`src/rtl/spi_frame_rx_if.sv`:
```
// Output bus of the SPI frame receiver: received header/message fields with a
// valid/ready handshake toward the downstream consumer.
interface spi_frame_rx_if #(
  parameter int unsigned MESSAGE_SIZE = 512,
  parameter int unsigned HEADER_SIZE  = 32
) ();
  logic [MESSAGE_SIZE-1:0] message_out;
  logic [HEADER_SIZE-1:0]  header_out;
  logic                    valid_out;
  logic                    ready_in;

  modport master (
    output message_out,
    output header_out,
    output valid_out,
    input  ready_in
  );

  modport slave (
    input  message_out,
    input  header_out,
    input  valid_out,
    output ready_in
  );
endinterface

```
`src/rtl/spi_frame_rx.sv`:
```
// Peripheral-side SPI frame receiver: synchronises the pins, deserialises one
// {message, header} frame into a one-entry buffer. Option: SPI_RX_SHORT_FRAME_ERR_EN.
module spi_frame_rx #(
  parameter int unsigned MESSAGE_SIZE = 512,
  parameter int unsigned HEADER_SIZE  = 32,
  parameter int unsigned SYNC_STAGES  = 2
) (
  input  logic           clk_in,
  input  logic           rst_in,
  input  logic           data_in,
  input  logic           data_clk_in,
  input  logic           sel_in,
  spi_frame_rx_if.master out_if,
  output logic           overrun_out,
  output logic           err_out
);
  localparam int unsigned FRAME = MESSAGE_SIZE + HEADER_SIZE;
  localparam int unsigned CNT_W = $clog2(FRAME + 1);

  typedef enum logic [1:0] {IDLE, SHIFT, LOAD, DRAIN} state_e;

  // Pin synchronisers; sel_vld_q marks when the sel chain holds real pin samples
  logic [SYNC_STAGES-1:0] data_sync_q;
  logic [SYNC_STAGES-1:0] clk_sync_q;
  logic [SYNC_STAGES-1:0] sel_sync_q;
  logic [SYNC_STAGES-1:0] sel_vld_q;
  logic                   clk_prev_q;

  always_ff @(posedge clk_in) begin
    if (rst_in) begin
      data_sync_q <= '0;
      clk_sync_q  <= '0;
      sel_sync_q  <= '1;
      sel_vld_q   <= '0;
      clk_prev_q  <= 1'b0;
    end else begin
      data_sync_q <= {data_sync_q[SYNC_STAGES-2:0], data_in};
      clk_sync_q  <= {clk_sync_q[SYNC_STAGES-2:0], data_clk_in};
      sel_sync_q  <= {sel_sync_q[SYNC_STAGES-2:0], sel_in};
      sel_vld_q   <= {sel_vld_q[SYNC_STAGES-2:0], 1'b1};
      clk_prev_q  <= clk_sync_q[SYNC_STAGES-1];
    end
  end

  logic data_s_c;
  logic sel_s_c;
  logic sel_real_c;
  logic edge_c;

  assign data_s_c   = data_sync_q[SYNC_STAGES-1];
  assign sel_s_c    = sel_sync_q[SYNC_STAGES-1];
  assign sel_real_c = sel_vld_q[SYNC_STAGES-1];
  assign edge_c     = clk_sync_q[SYNC_STAGES-1] & ~clk_prev_q;

  state_e                  state_q, state_d;
  logic [CNT_W-1:0]        cnt_q, cnt_d;
  logic [FRAME-1:0]        shreg_q, shreg_d;
  logic                    armed_q, armed_d;
  logic [MESSAGE_SIZE-1:0] msg_q, msg_d;
  logic [HEADER_SIZE-1:0]  hdr_q, hdr_d;
  logic                    valid_q, valid_d;
  logic                    overrun_q, overrun_d;
`ifdef SPI_RX_SHORT_FRAME_ERR_EN
  logic                    err_q, err_d;
`endif

  always_ff @(posedge clk_in) begin
    if (rst_in) begin
      state_q   <= IDLE;
      cnt_q     <= '0;
      shreg_q   <= '0;
      armed_q   <= 1'b0;
      msg_q     <= '0;
      hdr_q     <= '0;
      valid_q   <= 1'b0;
      overrun_q <= 1'b0;
`ifdef SPI_RX_SHORT_FRAME_ERR_EN
      err_q     <= 1'b0;
`endif
    end else begin
      state_q   <= state_d;
      cnt_q     <= cnt_d;
      shreg_q   <= shreg_d;
      armed_q   <= armed_d;
      msg_q     <= msg_d;
      hdr_q     <= hdr_d;
      valid_q   <= valid_d;
      overrun_q <= overrun_d;
`ifdef SPI_RX_SHORT_FRAME_ERR_EN
      err_q     <= err_d;
`endif
    end
  end

  // A frame only starts after sel has been seen high in IDLE (armed), so a
  // reset in the middle of a frame never resumes on the tail of that frame.
  always_comb begin
    state_d   = state_q;
    cnt_d     = cnt_q;
    shreg_d   = shreg_q;
    armed_d   = armed_q;
    msg_d     = msg_q;
    hdr_d     = hdr_q;
    valid_d   = valid_q & ~out_if.ready_in;
    overrun_d = 1'b0;
`ifdef SPI_RX_SHORT_FRAME_ERR_EN
    err_d     = 1'b0;
`endif
    case (state_q)
      IDLE: begin
        if (sel_real_c && sel_s_c) begin
          armed_d = 1'b1;
        end
        if (armed_q && !sel_s_c) begin
          state_d = SHIFT;
          cnt_d   = '0;
          armed_d = 1'b0;
        end
      end
      SHIFT: begin
        if (sel_s_c) begin
          state_d = IDLE;
`ifdef SPI_RX_SHORT_FRAME_ERR_EN
          err_d   = 1'b1;
`endif
        end else if (edge_c) begin
          shreg_d = {shreg_q[FRAME-2:0], data_s_c};
          cnt_d   = cnt_q + CNT_W'(1);
          if (cnt_q == CNT_W'(FRAME - 1)) begin
            state_d = LOAD;
          end
        end
      end
      LOAD: begin
        state_d = DRAIN;
        if (!valid_q || out_if.ready_in) begin
          msg_d   = shreg_q[FRAME-1:HEADER_SIZE];
          hdr_d   = shreg_q[HEADER_SIZE-1:0];
          valid_d = 1'b1;
        end else begin
          overrun_d = 1'b1;
        end
      end
      DRAIN: begin
        if (sel_s_c) begin
          state_d = IDLE;
        end
      end
      default: state_d = IDLE;
    endcase
  end

  assign out_if.message_out = msg_q;
  assign out_if.header_out  = hdr_q;
  assign out_if.valid_out   = valid_q;
  assign overrun_out        = overrun_q;
`ifdef SPI_RX_SHORT_FRAME_ERR_EN
  assign err_out            = err_q;
`else
  assign err_out            = 1'b0;
`endif
endmodule

```
`src/flat_wrapper.sv`:
```
// flat-port wrapper written by rule: the top's interface ports become plain ports
module spi_frame_rx_flat 
#(
  parameter int unsigned MESSAGE_SIZE = 512,
  parameter int unsigned HEADER_SIZE  = 32,
  parameter int unsigned SYNC_STAGES  = 2
)
  (clk_in, rst_in, data_in, data_clk_in, sel_in, overrun_out, err_out, out_if_message_out, out_if_header_out, out_if_valid_out, out_if_ready_in);
  spi_frame_rx_if #(.MESSAGE_SIZE(MESSAGE_SIZE), .HEADER_SIZE(HEADER_SIZE)) out_if_i ();
  input  logic clk_in;
  input  logic rst_in;
  input  logic data_in;
  input  logic data_clk_in;
  input  logic sel_in;
  output logic overrun_out;
  output logic err_out;
  output wire logic [$bits(out_if_i.message_out)-1:0] out_if_message_out;
  output wire logic [$bits(out_if_i.header_out)-1:0] out_if_header_out;
  output wire logic [$bits(out_if_i.valid_out)-1:0] out_if_valid_out;
  input wire logic [$bits(out_if_i.ready_in)-1:0] out_if_ready_in;
  assign out_if_message_out = out_if_i.message_out;
  assign out_if_header_out = out_if_i.header_out;
  assign out_if_valid_out = out_if_i.valid_out;
  assign out_if_i.ready_in = out_if_ready_in;
  spi_frame_rx #(.MESSAGE_SIZE(MESSAGE_SIZE), .HEADER_SIZE(HEADER_SIZE), .SYNC_STAGES(SYNC_STAGES)) u_core (.clk_in(clk_in), .rst_in(rst_in), .data_in(data_in), .data_clk_in(data_clk_in), .sel_in(sel_in), .out_if(out_if_i), .overrun_out(overrun_out), .err_out(err_out));
endmodule
```
`config.mk`:
```
export PLATFORM = sky130hd
export DESIGN_NAME = spi_frame_rx_flat
export DESIGN_NICKNAME = d
export VERILOG_FILES = /design/src/rtl/spi_frame_rx_if.sv /design/src/rtl/spi_frame_rx.sv /design/src/flat_wrapper.sv
export SDC_FILE = /design/constraint.sdc
export NUM_CORES = 2
export LEC_CHECK = 0
export ABC_AREA = 1
export CORE_ASPECT_RATIO = 1.75
export CORE_UTILIZATION = 39
export DETAILED_ROUTE_END_ITERATION = 10
export PLACE_DENSITY = 0.62
export SLEW_MARGIN = 25
export SYNTH_ARGS = -nofsm -noshare
export SYNTH_HDL_FRONTEND = slang
export SYNTH_SLANG_ARGS = --single-unit
```
`constraint.sdc`:
```
create_clock -name clk_in -period 1.5 [get_ports clk_in]
set_clock_uncertainty 0.1 [all_clocks]
set_input_delay 0.3 -clock clk_in [delete_from_list [all_inputs] [get_ports clk_in]]
set_output_delay 0.3 -clock clk_in [all_outputs]
set_load 0.05 [all_outputs]
```
==> impl_results.html <==
<table>
<tr><th>Metric</th><th>Value</th></tr>
<tr><th colspan="2">Final layout</th></tr>
<tr><td>Share of layout cells above drive strength 1</td><td>30.58%</td></tr>
<tr><td>Post-route cell area</td><td>0.05788 mm²</td></tr>
<tr><td>Number of nets in the layout</td><td>5416</td></tr>
<tr><td>Layout area overhead</td><td>52.16%</td></tr>
<tr><td>Fin util</td><td>59.83%</td></tr>
<tr><th colspan="2">Routing</th></tr>
<tr><td>First-pass detailed-route iteration total</td><td>5</td></tr>
<tr><td>Via-per-instance ratio</td><td>4.946</td></tr>
<tr><td>Violation count after the first detailed-route iteration</td><td>2142</td></tr>
<tr><td># DRC</td><td>0</td></tr>
<tr><td>Residual antenna-violating net count after detailed routing</td><td>0</td></tr>
<tr><td>Final WL</td><td>116200 µm</td></tr>
<tr><td>Overall via count from detail_route</td><td>33560</td></tr>
<tr><td>WL per Instance</td><td>17.12 µm</td></tr>
<tr><th colspan="2">STA</th></tr>
<tr><td>RSZ-0062 raised after global routing</td><td>true</td></tr>
<tr><td>Number of max-slew violations in the final report</td><td>0</td></tr>
<tr><td>Setup slack of the critical path after layout</td><td>-0.2842 ns</td></tr>
<tr><td>Count of endpoints failing setup in the final report</td><td>1637</td></tr>
<tr><td>Fmax</td><td>560.5 MHz</td></tr>
<tr><td>Min Tclk post-route</td><td>1.784 ns</td></tr>
<tr><td>Final worst path period share</td><td>118.9%</td></tr>
<tr><td>Final setup TNS</td><td>-226.67 ns</td></tr>
<tr><td>Number of hold violations in the final report</td><td>0</td></tr>
<tr><th colspan="2">Yosys</th></tr>
<tr><td>Largest cells by area after synthesis</td><td>sky130_fd_sc_hd__dfxtp_1 (59%), sky130_fd_sc_hd__nor2_1 (22%), sky130_fd_sc_hd__o21ai_0 (13%)</td></tr>
<tr><td>Cell area after synthesis</td><td>0.03804 mm²</td></tr>
<tr><td>Cell type contributing the most total cell area after synthesis</td><td>sky130_fd_sc_hd__dfxtp_1</td></tr>
<tr><td>Post-synthesis sequential area ratio</td><td>58.52%</td></tr>
<tr><td>Unique masters post-synth</td><td>25</td></tr>
<tr><td>Mean cell area of the mapped netlist</td><td>7.828 µm²</td></tr>
<tr><td>Top cell types by occurrence after synthesis</td><td>sky130_fd_sc_hd__nor2_1 (2196), sky130_fd_sc_hd__dfxtp_1 (1112), sky130_fd_sc_hd__o21ai_0 (1001)</td></tr>
<tr><td>Most used flip-flop cell after synthesis</td><td>sky130_fd_sc_hd__dfxtp_1</td></tr>
<tr><td>Proportion of netlist area held by the largest area contributor</td><td>58.52%</td></tr>
<tr><td>Number of warnings reported in the yosys synthesis log</td><td>0</td></tr>
<tr><td>Number of flops mapped to enable cells by yosys</td><td>0</td></tr>
<tr><td>Synthesized instance count</td><td>4859</td></tr>
<tr><td>Number of synthesized register bits</td><td>1112</td></tr>
<tr><td>Synthesized netlist net count</td><td>4866</td></tr>
<tr><td>Cell with the most instances after synthesis</td><td>sky130_fd_sc_hd__nor2_1</td></tr>
<tr><td>Proportion of register bits with asynchronous set or reset after synthesis</td><td>0%</td></tr>
<tr><th colspan="2">Global route</th></tr>
<tr><td>Antenna violations before repair</td><td>1</td></tr>
<tr><td>Largest net degree at the start of global routing</td><td>122</td></tr>
<tr><td>Met2 track demand over resource in global routing</td><td>37.46%</td></tr>
<tr><td>Wire length of the first global-routing pass</td><td>174900 µm</td></tr>
<tr><td>Via count of the first global-routing pass</td><td>31970</td></tr>
<tr><td>Total global routing overflow</td><td>0</td></tr>
<tr><td>Peak-usage layer in the global routing report</td><td>met2</td></tr>
<tr><td>GR Layer Usage met3</td><td>4.940%</td></tr>
<tr><td>Global routing usage on met1</td><td>26.43%</td></tr>
<tr><td>Global-route usage over all layers</td><td>22.02%</td></tr>
<tr><th colspan="2">Min path</th></tr>
<tr><td>Worst hold path class</td><td>input port to flop</td></tr>
<tr><th colspan="2">CTS</th></tr>
<tr><td>Total clock buffers created by CTS</td><td>98</td></tr>
<tr><td>Clock Tree Buf Depth</td><td>3</td></tr>
<tr><td>CTS tree</td><td>built</td></tr>
<tr><td>Clock-pin slew of the registers on the worst-case setup and hold paths</td><td>0.07 ns</td></tr>
<tr><td>Clock sink total</td><td>1112</td></tr>
<tr><td>Worst-Skew Late Latency</td><td>0.69 ns</td></tr>
<tr><td>Root buffer cell</td><td>sky130_fd_sc_hd__clkbuf_16</td></tr>
<tr><td>Depth of the CTS H-tree</td><td>3</td></tr>
<tr><th colspan="2">Die</th></tr>
<tr><td>Num rows</td><td>151</td></tr>
<tr><td>Die Ht</td><td>415.1 µm</td></tr>
<tr><td>Initial cell density of the core</td><td>39.32%</td></tr>
<tr><td>Floorplan die area</td><td>0.09884 mm²</td></tr>
<tr><td>Boundary pin count</td><td>553</td></tr>
<tr><td>Core Region</td><td>0.09673 mm²</td></tr>
<tr><td>Die Width</td><td>238.1 µm</td></tr>
<tr><th colspan="2">Run</th></tr>
<tr><td>Maxcap violations</td><td>0</td></tr>
<tr><th colspan="2">Place</th></tr>
<tr><td>Placement Cell Area</td><td>0.05163 mm²</td></tr>
<tr><td>Number of buffers added on ports</td><td>551</td></tr>
<tr><td>Hpwl dp</td><td>73820 µm</td></tr>
<tr><td>Final weighted congestion in routability-driven placement</td><td>0.8074</td></tr>
<tr><th colspan="2">Worst setup path</th></tr>
<tr><td>Data required time at the worst endpoint</td><td>1.98 ns</td></tr>
<tr><td>Critical path type</td><td>flop to flop</td></tr>
<tr><td>Setup crit start kind</td><td>flop</td></tr>
<tr><td>Worst path cell trace</td><td>inv_2, nor2_2, inv_2, nor2_4, buf_12, inv_12, buf_16, clkbuf_16, nor2_1, nor2_1</td></tr>
<tr><td>Sort of element at the end of the critical path</td><td>flop</td></tr>
<tr><td>Maximum net fanout on the critical path</td><td>17</td></tr>
<tr><td>Worst path max stage delay</td><td>0.37 ns</td></tr>
<tr><td>Slowest-stage cell, CP</td><td>sky130_fd_sc_hd__dfxtp_4</td></tr>
<tr><td>Worst Path Arrival</td><td>2.26 ns</td></tr>
<tr><th colspan="2">Run status</th></tr>
<tr><td>Violations in the final reports</td><td>setup timing</td></tr>
<tr><td>Result of the run</td><td>finished, violations left</td></tr>
<tr><th colspan="2">Power and ir drop</th></tr>
<tr><td>Power per standard cell area</td><td>988.5 mW/mm²</td></tr>
<tr><td>Worst-case vdd ir drop</td><td>0.0009461 V</td></tr>
<tr><td>Leakage power figure</td><td>0.02434 µW</td></tr>
</table>
-- sequential cells by signal, indices dropped and copies added (netlist names), 2 cells and up, named ones only --
register	cells
u_core.out_if.header_out	32
u_core.out_if.message_out	512
u_core.data_sync_q	2
u_core.sel_sync_q	2
u_core.sel_vld_q	2
u_core.clk_sync_q	2
u_core.cnt_q	10
u_core.shreg_q	544
-- timing repair --
action | in CTS | in global routing
endpoints found under the hold margin | 2 | 0
endpoints found under the setup margin | 1638 | 1646
gates cloned | 7 | 29
gates resized for setup | 730 | 197
hold buffers | 2 | 0
pin swaps | 1 | 5
buffers inserted | 8 | 9
-- where the power goes --
group	switching (µW)	leakage [µW]	internal (µW)	total [µW]
Combinational	827	0.0134	542	1370
Sequential	48.3	0.00927	29300	29300
Clock	11400	0.00165	15100	26500
-- per-stage QoR --
stage                     instances  hold WS, ns  setup WS, ns  power [µW]
after floorplan                4859       0.2785      -0.03087       31070
after global placement         6554       0.2912       -0.5191       31600
after detailed placement       6554       0.3023       -0.5278       31610
after CTS                      6746     0.003551       -0.2395       57690
after global routing           6785      0.04641       -0.3283       59030
final                          6785      0.07496       -0.2842       57210
-- layer usage --
metal,routed length (µm),vias to the layer above
li1,-,16670
met2,57030,900
met1,47860,15790
met5,0,-
met4,4359,0
met3,6924,201
-- final timing paths --
kind | start | cells past startpoint | slack [ns] | end
hold reg to reg | u_core.clk_sync_q[0] | 2 | 0.31 | u_core.clk_sync_q[1]
setup / recovery | flop | 10 | -0.28 | u_core.out_if.message_out[120]
hold / removal | sel_in | 2 | 0.07 | u_core.sel_sync_q[0]
setup reg to reg | flop | 10 | -0.28 | u_core.out_if.message_out[120]
-- cell usage in the layout, fill, tap and decap left out, types with 24 or more instances in the layout --
master / instances
sky130_fd_sc_hd__clkbuf_16: 123
sky130_fd_sc_hd__nor2_1: 2038
sky130_fd_sc_hd__dfxtp_1: 580
sky130_fd_sc_hd__buf_16: 24
sky130_fd_sc_hd__o21ai_1: 124
sky130_fd_sc_hd__buf_4: 123
sky130_fd_sc_hd__nor2_2: 137
sky130_fd_sc_hd__buf_12: 613
sky130_fd_sc_hd__nand2_1: 25
sky130_fd_sc_hd__o21ai_0: 961
sky130_fd_sc_hd__nor2_4: 25
sky130_fd_sc_hd__inv_1: 25
sky130_fd_sc_hd__dfxtp_2: 385
sky130_fd_sc_hd__dfxtp_4: 147
-- cell families after synthesis --
family | synth area share, %
AOI/OAI and AO/OA | 14.53
adders and majority gates | 0.03289
buffers and inverters | 4.569
DFF | 58.52
other | 0.009859
and+or+nand+nor | 22.33
-- worst max-delay path: cells and delay by family, from the launching register on --
family | cells | cell delay [ns]
AND/OR/NAND/NOR | 4 | 0.45
buffers and inverters | 6 | 0.74
flip-flops | 1 | 0.37
-- area by class of cell --
type                       instances  area (µm²)
sequential                      1112       23290
antenna                            1       2.502
tap                             1300        1627
timing repair buffer             814       14840
fill                            8042       38860
clock inverter                    37       505.5
inverter                          31       136.4
clock buffer                     138        2877
multi-input combinational       3352       14600
(Power assumes the default switching activity.)
